`config.mk`:
```
export PLATFORM = sky130hd
export DESIGN_NAME = temp_adc_encoder
export DESIGN_NICKNAME = d
export VERILOG_FILES = /design/src/rtl/temp_adc_encoder.sv
export SDC_FILE = /design/constraint.sdc
export NUM_CORES = 1
export LEC_CHECK = 0
export BUFFER_PORTS_ARGS = -buffer_cell sky130_fd_sc_hd__buf_2
export CAP_MARGIN = 20
export CORE_MARGIN = 5
export CORE_UTILIZATION = 40
export CTS_BUF_LIST = sky130_fd_sc_hd__clkbuf_2 sky130_fd_sc_hd__clkbuf_4 sky130_fd_sc_hd__clkbuf_8
export CTS_CLUSTER_DIAMETER = 150
export DETAILED_ROUTE_END_ITERATION = 8
export PLACE_DENSITY = 0.61
export REMOVE_ABC_BUFFERS = 1
export SLEW_MARGIN = 5
export SYNTH_ARGS = -nofsm -noshare
export SYNTH_HDL_FRONTEND = slang
export SYNTH_SLANG_ARGS = --single-unit
```
`constraint.sdc`:
```
create_clock -name clk -period 2.6 [get_ports clk]
set_input_delay 0.26 -clock clk [delete_from_list [all_inputs] [get_ports clk]]
set_output_delay 0.26 -clock clk [all_outputs]
set_load 0.005 [all_outputs]
```
`src/rtl/temp_adc_encoder.sv`:
```
// SPI master for a 12-bit serial temperature ADC. Four conversions are averaged
// and quantized to a 3-bit code, with hysteresis applied at every code boundary.
module temp_adc_encoder #(
  parameter int CLK_DIV       = 4,
  parameter int SAMPLE_PERIOD = 1000,
  parameter int HYST          = 16
) (
  input  logic       clk,
  input  logic       rst_n,
  input  logic       miso,
  output logic       sclk,
  output logic       cs_n,
  output logic [2:0] temp,
  output logic       temp_valid,
  output logic       busy
);

  localparam int TW = (SAMPLE_PERIOD > 1) ? $clog2(SAMPLE_PERIOD) : 1;
  localparam int DW = (CLK_DIV > 1) ? $clog2(CLK_DIV) : 1;

  typedef enum logic [2:0] {IDLE, CS_SETUP, SHIFT, CS_HOLD, ACCUM, UPDATE} state_t;

  state_t          state, state_nx;
  logic [TW-1:0]   tick_cnt;
  logic            tick;
  logic [DW-1:0]   div_cnt;
  logic            div_last;
  logic            sclk_hi;
  logic [3:0]      bit_cnt;
  logic [11:0]     sr;
  logic [1:0]      smp_cnt;
  logic [13:0]     accum;
  logic [12:0]     avg13;
  logic [2:0]      c;
  logic [2:0]      temp_nx;

  assign tick     = (tick_cnt == TW'(SAMPLE_PERIOD - 1));
  assign div_last = (div_cnt == DW'(CLK_DIV - 1));

  always_ff @(posedge clk or negedge rst_n) begin
    if (!rst_n) tick_cnt <= '0;
    else if (tick) tick_cnt <= '0;
    else tick_cnt <= tick_cnt + 1'b1;
  end

  always_ff @(posedge clk or negedge rst_n) begin
    if (!rst_n) state <= IDLE;
    else state <= state_nx;
  end

  always_comb begin
    state_nx = state;
    case (state)
      IDLE:     if (tick) state_nx = CS_SETUP;
      CS_SETUP: if (div_last) state_nx = SHIFT;
      SHIFT:    if (div_last && sclk_hi && bit_cnt == 4'd15) state_nx = CS_HOLD;
      CS_HOLD:  if (div_last) state_nx = ACCUM;
      ACCUM:    state_nx = (smp_cnt == 2'd3) ? UPDATE : IDLE;
      UPDATE:   state_nx = IDLE;
      default:  state_nx = IDLE;
    endcase
  end

  always_comb begin
    cs_n = !(state == CS_SETUP || state == SHIFT || state == CS_HOLD);
    sclk = (state == SHIFT) && sclk_hi;
    busy = !cs_n;
  end

  // Average is the accumulator divided by four; 13 bits keeps avg+HYST from wrapping.
  assign avg13 = 13'(accum >> 2);
  assign c     = avg13[11:9];

  always_comb begin
    temp_nx = temp;
    if (c > temp && avg13 >= ({1'b0, c, 9'd0} + 13'(HYST)))
      temp_nx = c;
    else if (c < temp && (avg13 + 13'(HYST)) < {1'b0, temp, 9'd0})
      temp_nx = c;
  end

  always_ff @(posedge clk or negedge rst_n) begin
    if (!rst_n) begin
      div_cnt    <= '0;
      sclk_hi    <= 1'b0;
      bit_cnt    <= '0;
      sr         <= '0;
      smp_cnt    <= '0;
      accum      <= '0;
      temp       <= '0;
      temp_valid <= 1'b0;
    end else begin
      temp_valid <= (state == UPDATE);
      if (state == CS_SETUP || state == SHIFT || state == CS_HOLD)
        div_cnt <= div_last ? '0 : div_cnt + 1'b1;
      else
        div_cnt <= '0;
      if (state == SHIFT) begin
        if (div_last) begin
          sclk_hi <= !sclk_hi;
          // sclk rises on this edge: capture; leading zeros fall off the top of sr
          if (!sclk_hi) sr <= {sr[10:0], miso};
          else          bit_cnt <= bit_cnt + 1'b1;
        end
      end else begin
        sclk_hi <= 1'b0;
        bit_cnt <= '0;
      end
      if (state == ACCUM) begin
        accum   <= accum + {2'b00, sr};
        smp_cnt <= smp_cnt + 1'b1;
      end
      if (state == UPDATE) begin
        temp    <= temp_nx;
        accum   <= '0;
        smp_cnt <= '0;
      end
    end
  end

endmodule

```
==> results of run 1 <==
## metal layers
layer | GRT usage | vias up | part of all wire
li1 | - | 1066 | -
met1 | 0.189 | 1023 | 0.51
met2 | 0.227 | 10 | 0.47
met3 | 0.0258 | 5 | 0.020
met4 | 0.0391 | 0 | 0.0096
met5 | 0 | - | 0
## power by group through the flow
stage / clock network (W) / logic [W] / registers [W]
after floorplan: 0 / 0.00000129 / 0.000826
after global placement: 0 / 0.0000223 / 0.000825
final: 0.000580 / 0.0000221 / 0.000809
after detailed placement: 0 / 0.0000225 / 0.000825
after CTS: 0.000599 / 0.0000238 / 0.000809
after global routing: 0.000633 / 0.0000266 / 0.000810
## final timing paths
path	to	startpoint	cells past startpoint	slack, ns
worst min-delay path	sr[0]	miso	2	0.19
worst max register to register	temp[2]	accum[9]	10	0.29
min in group asynchronous	div_cnt[1]	rst_n	2	0.40
worst min register to register	div_cnt[0]	div_cnt[0]	1	0.45
max in group asynchronous	accum[5]	rst_n	3	1.55
worst max-delay path	temp[2]	accum[9]	10	0.29
## cell type report
| class | count | area share |
|---|---|---|
| multi-input cells | 218 | 0.483 |
| flip-flops and latches | 52 | 0.400 |
| well taps | 99 | 0.0381 |
| repair buffers | 16 | 0.0308 |
| clock buffers | 6 | 0.0254 |
| clock inverters | 2 | 0.0119 |
| inverters | 9 | 0.0104 |
## layout by cell type (no fill, tap or decap), types with 4 or more instances in the layout
cell type | netlist | routed
a21oi_1 | 14 | 14
mux2_4 | 10 | 10
xnor2_1 | 7 | 7
nand3_1 | 11 | 11
inv_1 | 8 | 8
or3_1 | 4 | 4
dfrtp_1 | 52 | 52
nor2b_1 | 6 | 6
ha_1 | 21 | 21
buf_2 | 1 | 9
nand2_1 | 30 | 30
mux2_2 | 6 | 6
nor3_1 | 4 | 4
o21ai_0 | 20 | 20
buf_4 | 0 | 6
xor2_1 | 11 | 11
clkbuf_8 | 0 | 6
nor2_1 | 21 | 21
## logic make-up after synthesis
group	after synthesis
buffers and inverters	18
AO/OA/AOI/OAI	63
multiplexers	19
adder cells (fa/ha/maj)	22
XOR/XNOR	18
AND/OR/NAND/NOR	96
flip-flops	52
## sequential cells by signal, summed over array words and instances, names as in the netlist
name / flops
accum: 14
bit_cnt: 4
div_cnt: 2
sclk_hi: 1
smp_cnt: 2
sr: 12
state: 3
temp: 3
temp_valid: 1
tick_cnt: 10
## synth_stat cells (all sizes together) (3+ instances only)
master  count
buf         3
or3         4
o21ai      21
mux2i       3
o31ai       3
inv         9
nor3        4
xor2       11
xnor2       7
ha         21
nor2       21
mux2       16
nand3      11
dfrtp      52
a21o        3
nor3b       3
a21oi      14
nand2      30
nor2b       6
o21a        3
a211oi      3
nand4       3
clkbuf      6
## through the flow
step / hold slack, ns / cells / worst slack, ns
floorplan: -0.0356 / 279 / 0.470
global placement: 0.203 / 393 / 0.389
detailed placement: 0.202 / 393 / 0.320
CTS: 0.183 / 402 / 0.297
global route: 0.174 / 402 / 0.0521
finish: 0.189 / 402 / 0.292
==> results.md, run 1 <==
* Post-Synth XOR/XNOR Area at 0.0533
* Mapped Area at 0.00296 mm2
* Ports at 10
* Vias per inst at 5.23
* Setup violators final at 0
* CTS clk-pin slew, worst paths at 0.09 ns
* Postcts setup bufs at 0
* Slew Limit Fails at 0
* EDFF count, synth at 0
* Post-route minimum period at 2.31 ns
* Fin. Hold Viols at 0
* Total Routing Usage GR at 0.139
* Vias at 2104
* Simple-Gate Fraction of Synth Area at 0.163
* IO Port Bufs at 9
* Slew margin rel. at 0.564
* DP Area at 0.00312 mm2
* ANT cells at 0
* Initial Utilization at 0.410
* # resized after CTS at 0
* Gr ovfl total at 0
* Setup TNS at 0 ns
* Root buf cell: clkbuf_8
* Critical path required time at 2.79 ns
* Max VDD drop at 257 uV
* CORE AREA at 0.00721 mm2
* # fillers at 689
* Worst Tran Pin Value at 0.655 ns
* Total CTS buffers at 5
* Synth unique cells at 49
* CP Class: reg2reg
* Largest cells by area after synthesis: dfrtp_1 44%, ha_1 8.9%, mux2_4 5.1%, nand2_1 3.8%, o21ai_0 3.4%
* Switching share of power at 0.200
* Clock skew at 0.0117 ns
* Pint at 0.00113 W
* Post-layout util at 0.451
* Post-synthesis compound-gate area fraction at 0.135
* Clk pwr share at 0.411
* Wirelength per Cell at 13.8 um
* Multiplexer share of the synthesized area at 0.0838
* Total Power at 0.00141 W
* Crit path DAT at 2.50 ns
* F_max at 433 MHz
* Die H at 96.0 um
* CP max FO at 4
* Sequential area share after synthesis at 0.440
* First-pass GRT wire length at 10200 um
* H-tree depth at 2
* Max-cap violations at 0
* Die footprint at 0.00921 mm2
* Final Cycle Share at 0.888
* Switch Pwr at 0.000283 W
* Nets at 327
* Main combinational cell family by area after synthesis: simple AND/OR/NAND/NOR gates
* Ys async rst share at 1.00
* Mapped Cells at 288
* Slowest-stage cell, CP: dfrtp_1
* Commonest register cell after synthesis: dfrtp_1
* Sequential cell area at 0.00130 mm2
* Critical path's top delay family: simple AND/OR/NAND/NOR gates
* Status: finished clean
* Critical Path Sink Type: register
* Flop pwr share at 0.573
* Die width at 96.0 um
* Worst hold path class: in2reg
* Hpwl dp at 4110 um
* Largest net degree at the start of global routing at 26
* Drt pass-1 iters at 4
* Area of the multi-input gates at 0.00157 mm2
* Vias in the first global route at 2157
* Combinational power share at 0.016
* Leak pwr at 1.56 nW
* Clock sink total at 52
* Crit path cell chain: and4_1 > and3_1 > xor2_1 > ha_1 > nor2_1 > nand2_1 > mux2i_1 > o21ai_0 > o31a_1 > mux2_2
* CP Buf/Inv Count at 0
* Placer Congestion at 0.812
* Layout cells sized above 1 at 0.139
* Worst setup SP type: register
* Area Growth Syn to Fin at 9.99%
* FP Rows at 31
* Clk Latency, worst-skew pair at 0.31 ns
* Post-CTS Hold Buffers at 1
* Initial antenna violation count at 0
* DRC Markers at 0
* Total Wirelength at 5530 um
* Top cell type by total area after synthesis: dfrtp_1
* Delay of the slowest critical-path stage at 0.42 ns
* Yosys top cell area share at 0.440
* Final ANT Viol Nets at 0
* Synth Register Bits at 52
* Synth warn at 0
* Syn Area/Cell at 10.3 um2
* RSZ-0062 raised after global routing: no
* Synth Area in Adders at 0.0956
* Final instance area at 0.00325 mm2
* Clock buffer depth at 2
* CTS tree: built
* Initial drt markers at 103
* Power per cell area at 434 mW/mm2
No activity file was read; power rests on OpenSTA's default activity.
==> run 2: changes to the inputs <==
--- a/config.mk
+++ b/config.mk
@@ -13,6 +13,7 @@
 export CTS_CLUSTER_DIAMETER = 150
 export DETAILED_ROUTE_END_ITERATION = 8
 export PLACE_DENSITY = 0.61
+export RECOVER_POWER = 25
 export REMOVE_ABC_BUFFERS = 1
 export SLEW_MARGIN = 5
 export SYNTH_ARGS = -nofsm -noshare
==> results.md, run 2 (synthesized netlist as in run 1, its figures left out) <==
* Largest registers: accum: 14 flops, sr: 12 flops, tick_cnt: 10 flops
* Max FFs per register at 14
* R2R cell count at 10
* Fin. Hold Viols at 0
* Worst hold path endpoint: sr[0]
* Initial Utilization at 0.410
* R2R Setup Slk at 0.29 ns
* Max-cap violations at 0
* Clk Latency, worst-skew pair at 0.31 ns
* Critical path required time at 2.79 ns
* Wirelength per Cell at 13.8 um
* CORE AREA at 0.00721 mm2
* CTS clk-pin slew, worst paths at 0.09 ns
* Clock buffer depth at 2
* Total CTS buffers at 5
* Postcts setup bufs at 0
* Delay of the slowest critical-path stage at 0.42 ns
* Setup violators final at 0
* CP Class: reg2reg
* Worst hold path class: in2reg
* Ports at 10
* Crit path cell chain: and4_1 > and3_1 > xor2_1 > ha_1 > nor2_1 > nand2_1 > mux2i_1 > o21ai_0 > o31a_1 > mux2_2
* Status: finished clean
* Hpwl dp at 4110 um
* Max VDD drop at 257 uV
* Post-route minimum period at 2.31 ns
* Total Routing Usage GR at 0.139
* Die H at 96.0 um
* Nets at 327
* CP Buf/Inv Count at 0
* CP max FO at 4
* Hold_sp: miso
* Largest reg by FF count: accum
* Slew margin rel. at 0.376
* Root buf cell: clkbuf_8
* Vias at 2104
* Vias in the first global route at 2157
* Worst Tran Pin Value at 0.936 ns
* Largest net degree at the start of global routing at 26
* Final ANT Viol Nets at 0
* Layout cells sized above 1 at 0.132
* Hold-critical path depth at 2
* Total Wirelength at 5530 um
* Crit path DAT at 2.50 ns
* Leak pwr at 1.56 nW
* Critical path's top delay family: simple AND/OR/NAND/NOR gates
* Gr ovfl total at 0
* Critical Path Sink Type: register
* Slew Limit Fails at 0
* RSZ-0062 raised after global routing: no
* Crit Reg-Reg Startpoint: accum[9]
* Final Cycle Share at 0.888
* CTS tree: built
* Post-layout util at 0.450
* Slowest-stage cell, CP: dfrtp_1
* Vias per inst at 5.23
* # fillers at 687
* Die footprint at 0.00921 mm2
* # resized after CTS at 0
* Initial drt markers at 103
* F_max at 433 MHz
* Placer Congestion at 0.812
* ANT cells at 0
* Setup TNS at 0 ns
* Drt pass-1 iters at 4
* Clock skew at 0.0117 ns
* RR Endpoint: temp[2]
* Most frequent cells in the layout: 52 x dfrtp_1, 30 x nand2_1, 21 x nor2_1, 21 x ha_1, 20 x o21ai_0
* Power per cell area at 434 mW/mm2
* Clock sink total at 52
* Most common cell after layout, fill and taps aside: dfrtp_1
* Area Growth Syn to Fin at 9.82%
* DRC Markers at 0
* Worst setup SP type: register
* IO Port Bufs at 9
* First-pass GRT wire length at 10200 um
* Die width at 96.0 um
* FP Rows at 31
* H-tree depth at 2
* Initial antenna violation count at 0
-- run 2: worst reg2reg max path, stage by stage (launching register included) --
cell and delay (ns):
dfrtp_1 0.42, and4_1 0.22, and3_1 0.22, xor2_1 0.15
ha_1 0.21, nor2_1 0.12, nand2_1 0.06, mux2i_1 0.12
o21ai_0 0.10, o31a_1 0.30, mux2_2 0.29
-- run 2: power breakdown --
group	internal (W)	total, W	switching [W]
Clock	0.000315	0.000580	0.000265
Combinational	0.00000405	0.0000212	0.0000171
Sequential	0.000809	0.000809	0.000000531
Total	0.00113	0.00141	0.000283
-- run 2: how the worst max path moves through the flow --
stage | start | end | slack [ns] | cells past startpoint
floorplan | accum[9] | temp[0] | 0.47 | 10
global placement | accum[7] | temp[0] | 0.39 | 9
detailed placement | accum[9] | temp[2] | 0.32 | 10
CTS | accum[9] | temp[2] | 0.30 | 10
global route | accum[6] | temp[2] | 0.05 | 9
finish | accum[9] | temp[2] | 0.29 | 10
-- run 2: per-layer routing --
metal	share of wire	routed length, um	track usage
met2	0.47	2580	0.227
met3	0.020	108	0.0258
met4	0.0096	53	0.0391
met1	0.50	2790	0.189
met5	0	0	0
-- run 2: cell type report --
type	count	area (um2)	area share
multi-input combinational	218	1570	0.484
sequential	52	1300	0.401
tap	99	124	0.0382
timing repair buffer	16	95.1	0.0293
clock buffer	6	82.6	0.0254
clock inverter	2	38.8	0.0119
inverter	9	33.8	0.0104
-- run 2: stage by stage --
step                area (um2)  cells  setup slack [ns]  hold WS, ns  total power [W]
floorplan                 2910    279             0.470      -0.0356         0.000827
global placement          3120    393             0.389        0.203         0.000848
detailed placement        3120    393             0.320        0.202         0.000848
CTS                       3250    402             0.297        0.183          0.00143
global route              3250    402            0.0521        0.174          0.00147
finish                    3250    402             0.292        0.189          0.00141
-- run 2: repair_timing --
| item | 4_1_cts | 5_1_grt |
|---|---|---|
| hold buffers | 1 | 0 |
| setup endpoints to repair | 0 | 0 |
| endpoints found under the hold margin | 13 | 0 |
